==> src/rtl/clock_divider_ctrl_if.sv <==
// Config request port of the divided-clock controller: valid/ready handshake
// carrying an enable bit and a divide ratio.
interface clock_divider_ctrl_if #(
  parameter int unsigned CNT_W = 8
);
  logic             cfg_valid;
  logic             cfg_ready;
  logic             cfg_en;
  logic [CNT_W-1:0] cfg_div;

  // Requester side: issues requests, observes ready
  modport master (
    output cfg_valid,
    output cfg_en,
    output cfg_div,
    input  cfg_ready
  );

  // Controller side: accepts requests, drives ready
  modport slave (
    input  cfg_valid,
    input  cfg_en,
    input  cfg_div,
    output cfg_ready
  );
endinterface

==> src/rtl/clock_divider_ctrl.sv <==
// Run-time controller for a programmable divided clock. Ratio and enable
// changes are applied only on a divided-period boundary so clk_out never
// shows a truncated phase (reset excepted).
module clock_divider_ctrl #(
  parameter int unsigned CNT_W       = 8,
  parameter int unsigned DEFAULT_DIV = 2,
  parameter bit          AUTO_START  = 1'b1
) (
  input  logic             clk,
  input  logic             rst,
  clock_divider_ctrl_if.slave cfg,
  output logic             busy,
  output logic             err,
  output logic [CNT_W-1:0] cur_div,
  output logic             clk_out,
  output logic             div_tick
);

  typedef enum logic [1:0] {
    OFF  = 2'd0,
    RUN  = 2'd1,
    PEND = 2'd2
  } state_t;

  localparam logic [CNT_W-1:0] DIV_RST = CNT_W'(DEFAULT_DIV);
  localparam logic [CNT_W-1:0] DIV_MIN = CNT_W'(2);
  localparam logic [CNT_W-1:0] ONE     = CNT_W'(1);

  state_t           state;
  logic [CNT_W-1:0] cnt;
  logic             pend_en;
  logic [CNT_W-1:0] pend_div;
  logic             ready_q;

  logic             xfer;
  logic             illegal;
  logic             take;
  logic             wrap;
  logic [CNT_W-1:0] cnt_inc;
  logic             do_apply;
  logic             do_latch;
  logic             apply_en;
  logic [CNT_W-1:0] apply_div;

  assign cfg.cfg_ready = ready_q;

  // High phase covers the first floor(N/2) counts of each period
  function automatic logic phase_hi(input logic [CNT_W-1:0] k,
                                    input logic [CNT_W-1:0] n);
    return k < (n >> 1);
  endfunction

  // Handshake decode, boundary detect and the request to apply at the boundary
  always_comb begin
    xfer      = cfg.cfg_valid & ready_q;
    illegal   = xfer & cfg.cfg_en & (cfg.cfg_div < DIV_MIN);
    take      = xfer & ~illegal;
    wrap      = (cnt == (cur_div - ONE));
    cnt_inc   = wrap ? '0 : cnt + ONE;
    do_apply  = (state == PEND) ? wrap : (take & wrap);
    do_latch  = (state == RUN) & take & ~wrap;
    apply_en  = (state == PEND) ? pend_en  : cfg.cfg_en;
    apply_div = (state == PEND) ? pend_div : cfg.cfg_div;
  end

  // Controller state, period counter and registered outputs
  always_ff @(posedge clk) begin
    if (rst) begin
      state    <= AUTO_START ? RUN : OFF;
      cnt      <= AUTO_START ? (DIV_RST - ONE) : '0;
      cur_div  <= DIV_RST;
      pend_en  <= 1'b0;
      pend_div <= DIV_RST;
      clk_out  <= 1'b0;
      div_tick <= 1'b0;
      err      <= 1'b0;
      busy     <= 1'b0;
      ready_q  <= 1'b1;
    end else begin
      err <= illegal;
      case (state)
        OFF: begin
          cnt <= '0;
          if (take && cfg.cfg_en) begin
            state    <= RUN;
            cur_div  <= cfg.cfg_div;
            clk_out  <= 1'b1;
            div_tick <= 1'b1;
          end else begin
            clk_out  <= 1'b0;
            div_tick <= 1'b0;
          end
        end
        RUN, PEND: begin
          if (do_apply) begin
            cnt     <= '0;
            busy    <= 1'b0;
            ready_q <= 1'b1;
            if (apply_en) begin
              state    <= RUN;
              cur_div  <= apply_div;
              clk_out  <= 1'b1;
              div_tick <= 1'b1;
            end else begin
              state    <= OFF;
              clk_out  <= 1'b0;
              div_tick <= 1'b0;
            end
          end else begin
            cnt      <= cnt_inc;
            clk_out  <= phase_hi(cnt_inc, cur_div);
            div_tick <= (cnt_inc == '0);
            if (do_latch) begin
              state    <= PEND;
              pend_en  <= cfg.cfg_en;
              pend_div <= cfg.cfg_div;
              busy     <= 1'b1;
              ready_q  <= 1'b0;
            end
          end
        end
        default: begin
          state    <= OFF;
          cnt      <= '0;
          clk_out  <= 1'b0;
          div_tick <= 1'b0;
          busy     <= 1'b0;
          ready_q  <= 1'b1;
        end
      endcase
    end
  end

endmodule

==> src/flat_wrapper.sv <==
// flat-port wrapper written by rule: the top's interface ports become plain ports
module clock_divider_ctrl_flat 
#(
  parameter int unsigned CNT_W       = 8,
  parameter int unsigned DEFAULT_DIV = 2,
  parameter bit          AUTO_START  = 1'b1
)
  (clk, rst, busy, err, cur_div, clk_out, div_tick, cfg_cfg_valid, cfg_cfg_en, cfg_cfg_div, cfg_cfg_ready);
  clock_divider_ctrl_if #(.CNT_W(CNT_W)) cfg_i ();
  input  logic clk;
  input  logic rst;
  output logic busy;
  output logic err;
  output logic [CNT_W-1:0] cur_div;
  output logic clk_out;
  output logic div_tick;
  input wire logic [$bits(cfg_i.cfg_valid)-1:0] cfg_cfg_valid;
  input wire logic [$bits(cfg_i.cfg_en)-1:0] cfg_cfg_en;
  input wire logic [$bits(cfg_i.cfg_div)-1:0] cfg_cfg_div;
  output wire logic [$bits(cfg_i.cfg_ready)-1:0] cfg_cfg_ready;
  assign cfg_i.cfg_valid = cfg_cfg_valid;
  assign cfg_i.cfg_en = cfg_cfg_en;
  assign cfg_i.cfg_div = cfg_cfg_div;
  assign cfg_cfg_ready = cfg_i.cfg_ready;
  clock_divider_ctrl #(.CNT_W(CNT_W), .DEFAULT_DIV(DEFAULT_DIV), .AUTO_START(AUTO_START)) u_core (.clk(clk), .rst(rst), .cfg(cfg_i), .busy(busy), .err(err), .cur_div(cur_div), .clk_out(clk_out), .div_tick(div_tick));
endmodule
==> config.mk <==
export PLATFORM = sky130hd
export DESIGN_NAME = clock_divider_ctrl_flat
export DESIGN_NICKNAME = d
export VERILOG_FILES = /design/src/rtl/clock_divider_ctrl_if.sv /design/src/rtl/clock_divider_ctrl.sv /design/src/flat_wrapper.sv
export SDC_FILE = /design/constraint.sdc
export NUM_CORES = 1
export LEC_CHECK = 0
export ABC_AREA = 1
export CAP_MARGIN = 0
export CORE_UTILIZATION = 40
export DETAILED_ROUTE_END_ITERATION = 6
export GPL_TIMING_DRIVEN = 1
export PLACE_DENSITY = 0.63
export SYNTH_ARGS = -nofsm -noshare
export SYNTH_HDL_FRONTEND = slang
export SYNTH_SLANG_ARGS = --single-unit
==> constraint.sdc <==
create_clock -name clk -period 6.4 [get_ports clk]
set_clock_uncertainty 0.1 [all_clocks]
set_input_delay 1.28 -clock clk [delete_from_list [all_inputs] [get_ports clk]]
set_output_delay 1.28 -clock clk [all_outputs]
set_load 0.1 [all_outputs]
# ---- Word level (Yosys, flattened, before mapping)
# Index checks and enable logic that the tools add are counted.
# W data, S select, Z words.
dict set report classes {
  addsub 2
  n_lt_le_gt_ge 2
  n_eq_ne 7
  mux 27
  bitwise_logic 12
  reduce_logical 10
}
# operator count
set op_table {}
lappend op_table {{$mux W8} 5}
lappend op_table {{$pmux W8 S2} 1}
lappend op_table {{$mux W1} 13}
lappend op_table {{$add A8 B1 Y8 const B} 1}
lappend op_table {{$eq A8 B8 Y1} 1}
lappend op_table {{$logic_not A8 Y1} 1}
lappend op_table {{$lt A8 B2 Y1 const B} 1}
lappend op_table {{$lt A8 B7 Y1} 1}
lappend op_table {{$pmux W1 S2} 4}
lappend op_table {{$sub A8 B1 Y8 const B} 1}
lappend op_table {{$and A1 B1 Y1} 7}
lappend op_table {{$mux W2} 3}
lappend op_table {{$ne A2 B1 Y1 const B} 3}
lappend op_table {{$not A1 Y1} 5}
lappend op_table {{$pmux W2 S2} 1}
lappend op_table {{$reduce_and A2 Y1} 2}
lappend op_table {{$reduce_and A4 Y1} 1}
lappend op_table {{$ne A3 B1 Y1 const B} 1}
lappend op_table {{$reduce_and A3 Y1} 1}
lappend op_table {{$reduce_or A3 Y1} 1}
lappend op_table {{$eq A2 B1 Y1 const B} 1}
lappend op_table {{$eq A2 B2 Y1 const B} 1}
lappend op_table {{$logic_not A2 Y1} 1}
lappend op_table {{$reduce_bool A2 Y1} 1}
lappend op_table {{2 further kinds} 2}
dict set report word_totals {
  register_bits 32
  input_bits 12
  out_inout_bits 13
  word_cells 71
}

# ---- Depth between registers and ports, before layout
dict set report logic_depth {
  ltp_word 10
  mapped_depth 22
  mapped_depth_nobuf 22
}

# ---- Worst setup path after synthesis
# OpenSTA, ideal clock, no wires.
dict set report synth_path {
  kind {reg-to-reg}
  start {reg u_core.cur_div[0]}
  end {reg u_core.clk_out}
  setup_time_ps 70
  arrival_time_ps 2911
  required_time_ps 6230
  path_slack_ps 3319
  stages_incl_launch_ff 21
  n_path_buf 0
  synth_period_minus_slack_ps 3081
  cell_sequence {dfxtp_1 inv_2 ha_1 inv_1 nand2_1 nand2_1 nand2_1 nor2_1 nand3_1 nor2_2 nand2_4 nand2_1 nor2_1 ha_1 a21oi_1 o211ai_1 inv_1 nand2_1 nand2_1 nand2_1 a21oi_1}
}
dict set report synth_via {
  elab_chain_cells 6
  elab_cells_between_ends 8
  cone_classes {1 x add/sub; 1 x order compare; 1 x eq/ne; 4 x mux; 1 x bitwise}
}
# element line_no
set synth_lines {}
lappend synth_lines {{from (decl)} clock_divider_ctrl.sv:14} ;# output logic [CNT_W-1:0] cur_div,
lappend synth_lines {{from (signal assigned)} clock_divider_ctrl.sv:86} ;# cur_div <= cfg.cfg_div;
lappend synth_lines {{from (signal assigned)} clock_divider_ctrl.sv:101} ;# cur_div <= apply_div;
lappend synth_lines {{$sub A8 B1 Y8} clock_divider_ctrl.sv:58} ;# wrap = (cnt == (cur_div - ONE));
lappend synth_lines {{$eq A8 B8 Y1} clock_divider_ctrl.sv:58}
lappend synth_lines {{$mux W8} clock_divider_ctrl.sv:59} ;# cnt_inc = wrap ? '0 : cnt + ONE;
lappend synth_lines {{net u_core.cnt_inc[5]} clock_divider_ctrl.sv:39} ;# logic [CNT_W-1:0] cnt_inc;
lappend synth_lines {{$lt A8 B7 Y1} clock_divider_ctrl.sv:50} ;# return k < (n >> 1);
lappend synth_lines {{$mux W1} clock_divider_ctrl.sv:95} ;# if (do_apply) begin
lappend synth_lines {{$pmux W1 S2} clock_divider_ctrl.sv:81} ;# case (state)
lappend synth_lines {{to (signal assigned)} clock_divider_ctrl.sv:111} ;# clk_out <= phase_hi(cnt_inc, cur_div);
lappend synth_lines {{to (decl)} clock_divider_ctrl.sv:15} ;# output logic clk_out,
# The timed path passes the listed nets, and every way through them passes these cells.
# A chain may end at the register's enable or synchronous reset.

# ---- Final worst setup path
dict set report layout_path {
  start {reg u_core.cur_div[6]}
  end {out cur_div[6]}
}
# element line_no
set layout_rtl {}
lappend layout_rtl {{to (decl)} flat_wrapper.sv:14} ;# output logic [CNT_W-1:0] cur_div;
# No word-level cell between the ends.

==> flow_summary.ini <==
[timing]
post_layout_min_period_ns = 3.302
report.final.slew_viol_count = 0
timing_worst_slew_pin_value_ns = 0.9639
max_clock_freq_ghz = 0.3028
setup_total_negative_slack_ns = 0
max_transition_margin_pct = 35.54
part_of_the_cycle_the_worst_path_needs_pct = 51.60
setup_viol = 0
hold_viol = 0
grt_setup_unrepaired = no

[clock_tree]
post_cts.repair.setup_buffers = 0
clock_latency_late_sink_ns = 0.28
post_cts.resized_instances = 0
tritoncts = yes
clk_root_buffer_cell = sky130_fd_sc_hd__clkbuf_8
cts_buffer_depth = 2
holdBufCountCts = 0
htree_levels = 2
cts_made_buffers = 5
tritoncts_num_sinks = 32
clk_pin_slew_worst_paths_ns = 0.07

[floorplanning]
top_level_ports = 25
die_area_um2 = 5170
die-width_um = 71.90
starting_density_of_the_core_pct = 41.38
dieHeight_um = 71.90
core_area_um2 = 4723
placement_rows = 25

[route]
drt.antenna.violating_nets = 0
vias = 1869
drt-wirelength-per-cell_um = 10.97
number_of_search_and_repair_iterations_in_the_first_detailed_routing_pass = 5
drc_errors_left = 0
finalWirelength_um = 4266
drt-vias-per-instance = 4.805
drt_iter0_drc = 55

[cells_and_area]
layout.cells.non_filler = 389
antennaDiodeCount = 0
n_fill_cell = 499
multi_input_comb_area_um2 = 1099
seqCellArea_um2 = 640.6
drive_gt1_share_pct = 7.453
area_growth_pct = 19.97
nNetsFinal = 345

[placed_design]
hpwl_detailed_um = 3350
port_buffers = 24
rd_place_congestion = 0.8352
dp_cells = 381

[setup_path]
element_type_at_the_critical_path_end = output pin
timing.critical_path.cells = clkdlybuf4s50_1
timing.critical_path.fanout_max = 6
slowest_delay_ns = 1.18
arrival_ns = 1.92
start_kind = flip-flop
largest_delay_contributor_family_on_the_critical_path = buffers and inverters
required_ns = 5.02
cpMaxStageDelayCell = sky130_fd_sc_hd__clkdlybuf4s50_1
reg2reg_slack_ns = 3.66
critical_setup_path_kind = reg2out
cp.buffers_inverters = 1

[synth]
synthesis.area_um2 = 1954
number_of_synthesized_flops_with_an_enable_pin = 0
synthesis.yosys.warnings = 0
synth_most_common_cell = sky130_fd_sc_hd__nand2_1
synthesis.nets = 319
distinct_cell_type_count_of_the_synthesized_netlist = 34
netlist.area_leader.share_pct = 32.78
postSynthAreaPerCell_um2 = 6.625
synth.area.top_cells = sky130_fd_sc_hd__dfxtp_1, sky130_fd_sc_hd__nand2_1, sky130_fd_sc_hd__inv_1
postSynth.asyncResetShare_pct = 0
synth.yosys.seq_area_share_pct = 32.78
ys.flop_type = sky130_fd_sc_hd__dfxtp_1
synth_register_bits = 32
synth.largest_area_cell = sky130_fd_sc_hd__dfxtp_1
synthesis.instances = 295
yosys-top-cells-count = sky130_fd_sc_hd__nand2_1, sky130_fd_sc_hd__inv_1, sky130_fd_sc_hd__nor2_1

[run_status]
run_status = finished, final reports clean

[grt]
grt.total_usage_pct = 18.27
antenna_found_initial = 0
number_of_global_route_vias_before_repair = 1683
grt_max_degree = 22
grt_remaining_overflow = 0
grt_pass1_wl_um = 7383

[job]
maxCapViolCount = 0

[hold_path]
min-delay-path-class = reg2reg
## path summary, 6_finish.rpt
path / cells after the start / from / endpoint
max: 1 / u_core.cur_div[6] / cur_div[6]
min: 2 / u_core.pend_div[3] / u_core.pend_div[3]
max reg2reg: 17 / u_core.cur_div[0] / u_core.cur_div[4]
min reg2reg: 2 / u_core.pend_div[3] / u_core.pend_div[3]
## per-layer routing
layer  vias up  part of all wire, %  global-route usage (%)
met2        49                   46                   30.08
li1        989                    -                       -
met1       827                   49                   23.70
met3         4                  4.1                   3.472
met4         0                  1.1                   7.190
met5         -                    0                       0
## placed cells by master (no fill, tap or decap), drive strengths merged, types with 7 or more instances in the layout
cell | netlist | routed
nand2 | 81 | 81
inv | 47 | 47
nor2 | 37 | 37
dfxtp | 32 | 32
clkdlybuf4s50 | 0 | 24
o21ai | 24 | 24
a21oi | 16 | 16
ha | 12 | 12
nand3 | 10 | 10
clkbuf | 2 | 7
## area by class of cell
class | instances | area share (%)
clock buffer | 7 | 3.682
clock inverter | 1 | 0.3202
inverter | 49 | 8.004
timing repair buffer | 24 | 10.25
multi-input combinational | 209 | 46.85
tap | 67 | 3.575
sequential | 32 | 27.32
## logic make-up after synthesis
family          synth area share, %
compound gates                15.24
fa+ha+maj                     7.682
simple gates                  30.15
xor+xnor                      3.137
flops                         32.78
buf+inv                       11.01
## worst register-to-register path, delay by kind of cell, from the launching register on
kind | cells | cell delay [ns]
simple gates | 9 | 1.14
flops | 1 | 0.40
compound gates | 3 | 0.40
buf+inv | 4 | 0.30
fa+ha+maj | 1 | 0.32
## registers in the layout, summed over array words and instances, names as in the netlist
name	count
u_core.pend_div	8
u_core.pend_en	1
u_core.cfg.cfg_ready	1
u_core.cur_div	8
u_core.err	1
u_core.cnt	8
u_core.state	2
u_core.busy	1
u_core.clk_out	1
u_core.div_tick	1
## stage by stage
| step | hold slack, ns | area [um^2] | setup WS (ns) | utilization (%) |
|---|---|---|---|---|
| floorplan | 0.3293 | 1954 | 3.319 | - |
| global placement | 0.3432 | 2251 | 2.908 | 47.66 |
| detailed placement | 0.3489 | 2251 | 2.893 | 47.66 |
| CTS | 0.3594 | 2345 | 3.085 | 49.64 |
| global route | 0.3856 | 2345 | 2.920 | 49.64 |
| finish | 0.3550 | 2345 | 3.098 | 49.64 |
Power is not shown: default switching activity piles up to over one toggle a cycle in this logic, so the estimate is an artifact.
